### src/rtl/vlg_design_pkg.sv
// Shared defaults and the binary-to-reflected-Gray helper for the vlg_design pipeline.
package vlg_design_pkg;

    localparam int DATA_W_DEF      = 4;
    localparam int DATA_W_MAX      = 16;
    localparam int PIPE_STAGES_DEF = 1;
    localparam int PIPE_STAGES_MAX = 4;

    // Operates at the widest legal width; callers zero-extend and truncate back.
    function automatic logic [DATA_W_MAX-1:0] bin_to_gray(input logic [DATA_W_MAX-1:0] bin);
        return bin ^ (bin >> 1);
    endfunction

endpackage

### src/rtl/vlg_design_bin2gray.sv
// Purely combinational binary to reflected-binary Gray converter.
module bin2gray
    import vlg_design_pkg::*;
#(
    parameter int DATA_W = DATA_W_DEF
) (
    input  logic [DATA_W-1:0] i_bin,
    output logic [DATA_W-1:0] o_gray
);

    // Zero-extension keeps the MSB's neighbour at 0, so the MSB passes through unchanged.
    always_comb begin
        o_gray = DATA_W'(bin_to_gray(DATA_W_MAX'(i_bin)));
    end

endmodule

### src/rtl/vlg_design.sv
// Gray-code converter followed by a PIPE_STAGES-deep register pipeline with synchronous reset.
module vlg_design
    import vlg_design_pkg::*;
#(
    parameter int DATA_W      = DATA_W_DEF,
    parameter int PIPE_STAGES = PIPE_STAGES_DEF
) (
    input  logic              i_clk,
    input  logic              i_rst,
    input  logic [DATA_W-1:0] i_data,
    output logic [DATA_W-1:0] o_gray
);

    logic [DATA_W-1:0] gray_w;

    bin2gray #(
        .DATA_W (DATA_W)
    ) u_bin2gray (
        .i_bin  (i_data),
        .o_gray (gray_w)
    );

    // Conversion happens once in front of stage 0; later stages are plain delay.
    for (genvar s = 0; s < PIPE_STAGES; s++) begin : g_stage
        logic [DATA_W-1:0] stage_d;
        logic [DATA_W-1:0] stage_q;

        if (s == 0) begin : g_head
            always_comb stage_d = gray_w;
        end else begin : g_tail
            always_comb stage_d = g_stage[s-1].stage_q;
        end

        always_ff @(posedge i_clk) begin
            if (i_rst) begin
                stage_q <= '0;
            end else begin
                stage_q <= stage_d;
            end
        end
    end

    assign o_gray = g_stage[PIPE_STAGES-1].stage_q;

endmodule

### config.mk
export PLATFORM = sky130hd
export DESIGN_NAME = vlg_design
export DESIGN_NICKNAME = d
export VERILOG_FILES = /design/src/rtl/vlg_design_pkg.sv /design/src/rtl/vlg_design_bin2gray.sv /design/src/rtl/vlg_design.sv
export SDC_FILE = /design/constraint.sdc
export NUM_CORES = 1
export LEC_CHECK = 0
export ABC_AREA = 1
export CELL_PAD_IN_SITES_DETAIL_PLACEMENT = 2
export CELL_PAD_IN_SITES_GLOBAL_PLACEMENT = 2
export CORE_AREA = 2 2 39 41
export CTS_CLUSTER_DIAMETER = 80
export DETAILED_ROUTE_END_ITERATION = 16
export DIE_AREA = 0 0 41 43
export DONT_BUFFER_PORTS = 1
export PLACE_DENSITY_LB_ADDON = 0.3
export SLEW_MARGIN = 5
export SYNTH_ARGS = -nofsm -noshare
export SYNTH_HDL_FRONTEND = slang
export SYNTH_HIERARCHICAL = 1
export SYNTH_SLANG_ARGS = --single-unit
export TNS_END_PERCENT = 10
### constraint.sdc
create_clock -name i_clk -period 0.8 [get_ports i_clk]
set_input_delay 0.04 -clock i_clk [delete_from_list [all_inputs] [get_ports i_clk]]
set_output_delay 0.04 -clock i_clk [all_outputs]
set_load 0.005 [all_outputs]
Yosys cells after proc, flatten, opt, wreduce, memory -nomap -nowiden
Index checks and enable logic that the tools add are counted.

word-level totals
  flip-flop bits (word level) = 4
  input bits = 6
  output and inout port bits = 4

cells by class
  bitwise logic cells = 1

operator list
  operator                                      count
  4-bit by 3-bit bitwise XOR with 4-bit output  1

Logic depth before layout (Yosys ltp)
Gate-level depths: netlist of run 1.

  depth after elaboration = 1
  mapped depth = 5

By module
Netlist of run 1, hierarchy kept.

by module, submodules not included
  module      instances  cells each  area each (µm²)  seq. area each (µm²)
  vlg_design  1          12          110.1            80.1
  bin2gray    1          14          56.3             0.0

Worst setup path before layout of run 1
Ideal clock, no wire load.

  path type = reg2out
  start point = register g_stage[0].stage_q[0], in the netlist o_gray[0]
  end point = output o_gray[0]
  arrival time = 0.298 ns
  slack = 0.462 ns
  cell stages (with the launch flop) = 1
  path buffers = 0
  cell sequence = dfxtp_1

RTL lines
  what                    RTL line          RTL
  from (decl)             vlg_design.sv:26  logic [DATA_W-1:0] stage_q;
  from (signal assigned)  vlg_design.sv:38  stage_q <= stage_d;
  to (decl)               vlg_design.sv:11  output logic [DATA_W-1:0] o_gray

No word-level cell between the ends.

Worst setup path after layout of run 1
  start point = register g_stage[0].stage_q[2], in the netlist o_gray[2]
  end point = output o_gray[2]

No word-level cell between the ends.

==> impl_results.md, run 1 <==
* DIE WIDTH at 41 um
* Yosys cell types at 5
* Finished Cell Area at 221 um^2
* Core Region at 1380 um^2
* Largest net degree at the start of global routing at 5
* Final setup violation count at 0
* Status: completed
* Drt wl/cell at 8.20 um
* Maxcap violations at 0
* Highest routed layer: met4
* Post-CTS Setup Bufs at 0
* Crit path max fanout at 1
* Worst EP required at 760 ps
* Synth top area cells: dfxtp_1 48%, nand2_1 20%, inv_1 18%, nor2_1 9.0%, buf_4 4.5%
* Worst min-delay path category: in2reg
* Fin cells at 46
* Final ANT Viol Nets at 0
* TNS Setup at 0 ps
* Syn Nets at 32
* Final Max Slew Viols at 0
* Pwr/cell area at 2280 nW/um^2
* Pre-CTS WS at 407 ps
* Mapped cell area at 166 um^2
* Site row count at 14
* CP Class: reg2out
* Seq cells post-synth at 4
* Crit. End Element: output pin
* Post-synth top cells: 9 x nand2_1, 8 x inv_1, 4 x dfxtp_1, 4 x nor2_1, 1 x buf_4
* Asr flop ratio synth at 0%
* Gate count after technology mapping at 26
* Max_slew headroom at 90.3%
* Peak supply drop at 232 uV
* Io pins at 10
* Layout cells sized above 1 at 10.0%
* Die area at 1760 um^2
* Number of flip-flops under the largest register name at 4
* Vias in the first global route at 183
* P&R area growth vs syn at 33.1%
* Routability cong. at 0.561
* Inserted Clock Buffers at 3
* CP Launch Type: flip-flop
* Clk pin slew, worst setup/hold paths at 40 ps
* First-pass GRT wire length at 655 um
* Most used DFF post-synth: dfxtp_1
* Post-Syn Area per Cell at 6.40 um^2
* RSZ-0062 raised after global routing: false
* # diodes at 0
* Clk root buf: clkbuf_4
* Arr. time, crit path at 550 ps
* Via density at 3.15
* CTS tree: yes
* Gr ovfl total at 0
* Routed vias at 145
* EDFF count, synth at 0
* Warnings from Yosys at 6
* CTS max path bufs at 2
* Final-stage net count at 38
* Placed cells at 41
* Met3 wire len at 48 um
* Synth top area share at 48.1%
* Final min period at 593 ps
* Layout fillers at 170
* Fmax at 1690 MHz
* Fin. Hold Viols at 0
* Initial core utilization at 12.0%
* Pleak at 0.131 nW
* DP Area at 179 um^2
* 1st-iter DRT viols at 2
* Count leader, synth: nand2_1
* Port buffer count at 0
* Routed met1 length at 145 um
* Drt first pass iters at 2
* Fin crit share at 74.2%
* H-Tree Depth at 1
* Die extent in y at 43 um
* TritonCTS Sinks at 4
* Sequential element share of the synthesized area at 48.1%
* Setup ws final at 207 ps
* Initial antenna violation count at 0
* Metal2 WL at 168 um
* DRC at 0
* Gr usage total at 5.99%
* Final wirelength at 377 um
* Area leader, netlist: dfxtp_1
* Worst slew pin tran at 145 ps
## cells by family (layout without fill, tap and decap cells)
group / count (synthesis) / after routing / share of synthesized area (%)
AND/OR/NAND/NOR: 13 / 13 / 29.3
buffers and inverters: 9 / 13 / 22.6
flip-flops: 4 / 4 / 48.1
## what timing repair did
item | 4_1_cts | 5_1_grt
hold endpoints to repair | 4 | 0
hold buffers | 2 | 0
resized for setup | 0 | 0
## area by class of cell
class	instances	area, um^2	share of cell area [%]
Inverter	8	30.0	13.6
Timing Repair Buffer	2	20.0	9.04
Tap cell	16	20.0	9.04
Multi-Input combinational cell	13	48.8	22.0
Clock buffer	3	22.5	10.2
Sequential cell	4	80.1	36.2
## path summary, 6_finish.rpt
check	depth (start not counted)	end	start
setup / recovery	0	o_gray[2]	o_gray[2]
hold / removal	4	o_gray[2]	i_data[3]
## report_power, final
group | internal (mW) | leakage, nW | switching [mW]
sequential | 0.213 | 0.0333 | 0.00557
clock | 0.168 | 0.0138 | 0.0804
combinational | 0.0182 | 0.0834 | 0.0202
total | 0.399 | 0.131 | 0.106
## cell usage in the layout, fill, tap and decap left out
master and instances:
clkbuf_4 3, dfxtp_1 4, dlygate4sd3_1 2, inv_1 8, nand2_1 9, nor2_1 4
## stage by stage
step                      hold WS, ps  utilization [%]  power, mW
after floorplan                   111                -      0.248
after global placement            115             12.9      0.250
after detailed placement          115             12.9      0.252
after CTS                        7.32             16.0      0.522
after global routing             28.0             16.0      0.537
final                            10.8             16.0      0.505
## routing by layer
layer  track usage [%]  vias up
met2              7.81       11
met5                 0        -
met1              5.70       55
met4              10.0        0
li1                  -       77
met3              1.05        2
Power figures use the tool's default switching activity.
==> run 2, diff against run 1 <==
Settings changed: ABC_AREA 1 to 0.
==> impl_results.md, run 2 <==
* Status: completed (unchanged)
* Drt wl/cell at 8.88 um (was 8.20 um)
* Syn Nets at 18 (was 32)
* Seq cells post-synth at 4 (unchanged)
* Worst min-delay path category: in2reg (unchanged)
* Crit. End Element: flip-flop (was output pin)
* Inserted Clock Buffers at 3 (unchanged)
* Synth top area cells: dfxtp_1 58%, xor2_1 19%, nor2b_1 18%, buf_4 5.4% (was dfxtp_1 48%, nand2_1 20%, inv_1 18%, nor2_1 9.0%, buf_4 4.5%)
* Post-Syn Area per Cell at 11.6 um^2 (was 6.40 um^2)
* Slowest-stage cell, CP: dlygate4sd3_1
* Gr usage total at 3.71% (was 5.99%)
* Vias in the first global route at 100 (was 183)
* Final ANT Viol Nets at 0 (unchanged)
* Routed vias at 96 (was 145)
* Max_slew headroom at 90.9% (was 90.3%)
* Layout cells sized above 1 at 18.8% (was 10.0%)
* Sequential element share of the synthesized area at 57.7% (was 48.1%)
* Asr flop ratio synth at 0% (unchanged)
* RSZ-0062 raised after global routing: false (unchanged)
* Fmax at 1600 MHz (was 1690 MHz)
* Peak supply drop at 299 uV (was 232 uV)
* Most used DFF post-synth: dfxtp_1 (unchanged)
* Synth top area share at 57.7% (was 48.1%)
* Core Region at 1380 um^2 (unchanged)
* Clk pin slew, worst setup/hold paths at 40 ps (about the same)
* Flip-flop and latch area at 80.1 um^2 (unchanged)
* DRC at 0 (unchanged)
* Die area at 1760 um^2 (unchanged)
* CTS max path bufs at 2 (unchanged)
* CP Class: in2reg (was reg2out)
* Initial antenna violation count at 0 (unchanged)
* Io pins at 10 (unchanged)
* Pwr/cell area at 2560 nW/um^2 (was 2280 nW/um^2)
* Largest net degree at the start of global routing at 5 (unchanged)
* Mapped cell area at 139 um^2 (was 166 um^2)
* Site row count at 14 (unchanged)
* Maxcap violations at 0 (unchanged)
* H-Tree Depth at 1 (unchanged)
* Post-CTS Setup Bufs at 0 (unchanged)
* Arr. time, crit path at 780 ps (was 550 ps)
* Crit-path cells: dlygate4sd3_1, nor2b_1
* CP bufs+invs at 1
* Final Max Slew Viols at 0 (unchanged)
* Fin cells at 32 (was 46)
* CTS tree: yes (unchanged)
* Layout fillers at 162 (was 170)
* Area leader, netlist: dfxtp_1 (unchanged)
* Via density at 3.00 (was 3.15)
* Final-stage net count at 24 (was 38)
* Fin. Hold Viols at 0 (unchanged)
* TNS Setup at 0 ps (unchanged)
* Number of flip-flops under the largest register name at 4 (unchanged)
* # diodes at 0 (unchanged)
* CP Launch Type: input port (was flip-flop)
* CP top delay family: buffers and inverters
* Routability cong. at 0.505 (was 0.561)
* Final min period at 624 ps (was 593 ps)
* Gr ovfl total at 0 (unchanged)
* Most frequent cells in the layout: 4 x nor2b_1, 4 x dfxtp_1, 3 x clkbuf_4, 3 x xor2_1, 2 x dlygate4sd3_1 (was 9 x nand2_1, 8 x inv_1, 4 x nor2_1, 4 x dfxtp_1, 3 x clkbuf_4)
* Port buffer count at 0 (unchanged)
* Die extent in y at 43 um (unchanged)
* Worst slew pin tran at 136 ps (was 145 ps)
* Clk root buf: clkbuf_4 (unchanged)
* DIE WIDTH at 41 um (unchanged)
* Final setup violation count at 0 (unchanged)
* 1st-iter DRT viols at 1 (was 2)
* Gate count after technology mapping at 12 (was 26)
* Warnings from Yosys at 6 (unchanged)
* Crit path max fanout at 4 (was 1)
* Worst EP required at 960 ps (was 760 ps)
* Initial core utilization at 10.0% (was 12.0%)
* TritonCTS Sinks at 4 (unchanged)
* EDFF count, synth at 0 (unchanged)
* Pleak at 0.0770 nW (was 0.131 nW)
* Post-synth top cells: 4 x dfxtp_1, 4 x nor2b_1, 3 x xor2_1 (was 9 x nand2_1, 8 x inv_1, 4 x dfxtp_1, 4 x nor2_1, 1 x buf_4)
* Final wirelength at 284 um (was 377 um)
* CP peak stage delay at 580 ps
* Placed cells at 27 (was 41)
* Fin crit share at 78.0% (was 74.2%)
* First-pass GRT wire length at 338 um (was 655 um)
* Drt first pass iters at 2 (unchanged)
* P&R area growth vs syn at 39.6% (was 33.1%)
* Yosys cell types at 4 (was 5)
* Multi-input gate area at 51.3 um^2 (was 48.8 um^2)
-- run 2: cell types whose count changed in the layout (fill, tap and decap cells not counted), sizes merged --
cell   delta
inv       -8
nand2     -9
nor2      -4
nor2b     +4
xor2      +3
-- run 2: final timing paths --
path | from | end | slack (ps) | cells past startpoint
setup / recovery | i_rst | o_gray[3] | 180 | 2
hold / removal | i_data[1] | o_gray[1] | 20 | 2
-- run 2: kinds of logic after synthesis --
group / synth area share, %
xor gates and xnor gates: 18.9
buffers and inverters: 5.41
DFF: 57.7
and+or+nand+nor: 18.0
-- run 2: repair_timing --
action,4_1_cts,5_1_grt
endpoints found under the setup margin,0,0
endpoints found under the hold margin,4,0
hold buffers,2,0
gates resized for setup,0,0
-- run 2: final cells by class --
cell class / instances / area share, %
sequential: 4 / 41.3
clock buffer: 3 / 11.6
tap: 16 / 10.3
timing repair buffer: 2 / 10.3
multi-input combinational: 7 / 26.5
-- run 2: stage by stage --
stage                     total power [mW]  cell area, um^2  util [%]  worst slack [ps]  hold slack (ps)
after global routing                 0.531              194      14.0               152             14.5
after CTS                            0.512              194      14.0               166             15.4
final                                0.497              194      14.0               176             16.8
after detailed placement             0.249              151      10.9               382              121
after global placement               0.247              151      10.9               386              118
after floorplan                      0.245              139         -               404              112
-- run 2: power breakdown --
group / leakage (nW) / internal [mW] / switching [mW]
Clock: 0.0138 / 0.167 / 0.0758
Combinational: 0.0299 / 0.0206 / 0.00995
Sequential: 0.0333 / 0.216 / 0.00770
-- run 2: per-layer routing --
metal  GRT usage [%]  vias up  wire length (um)
met5               0        -                 0
met4            6.00        0                 0
met3            3.14        0                54
met2            3.75       10               114
met1            3.21       43               115
li1                -       43                 -
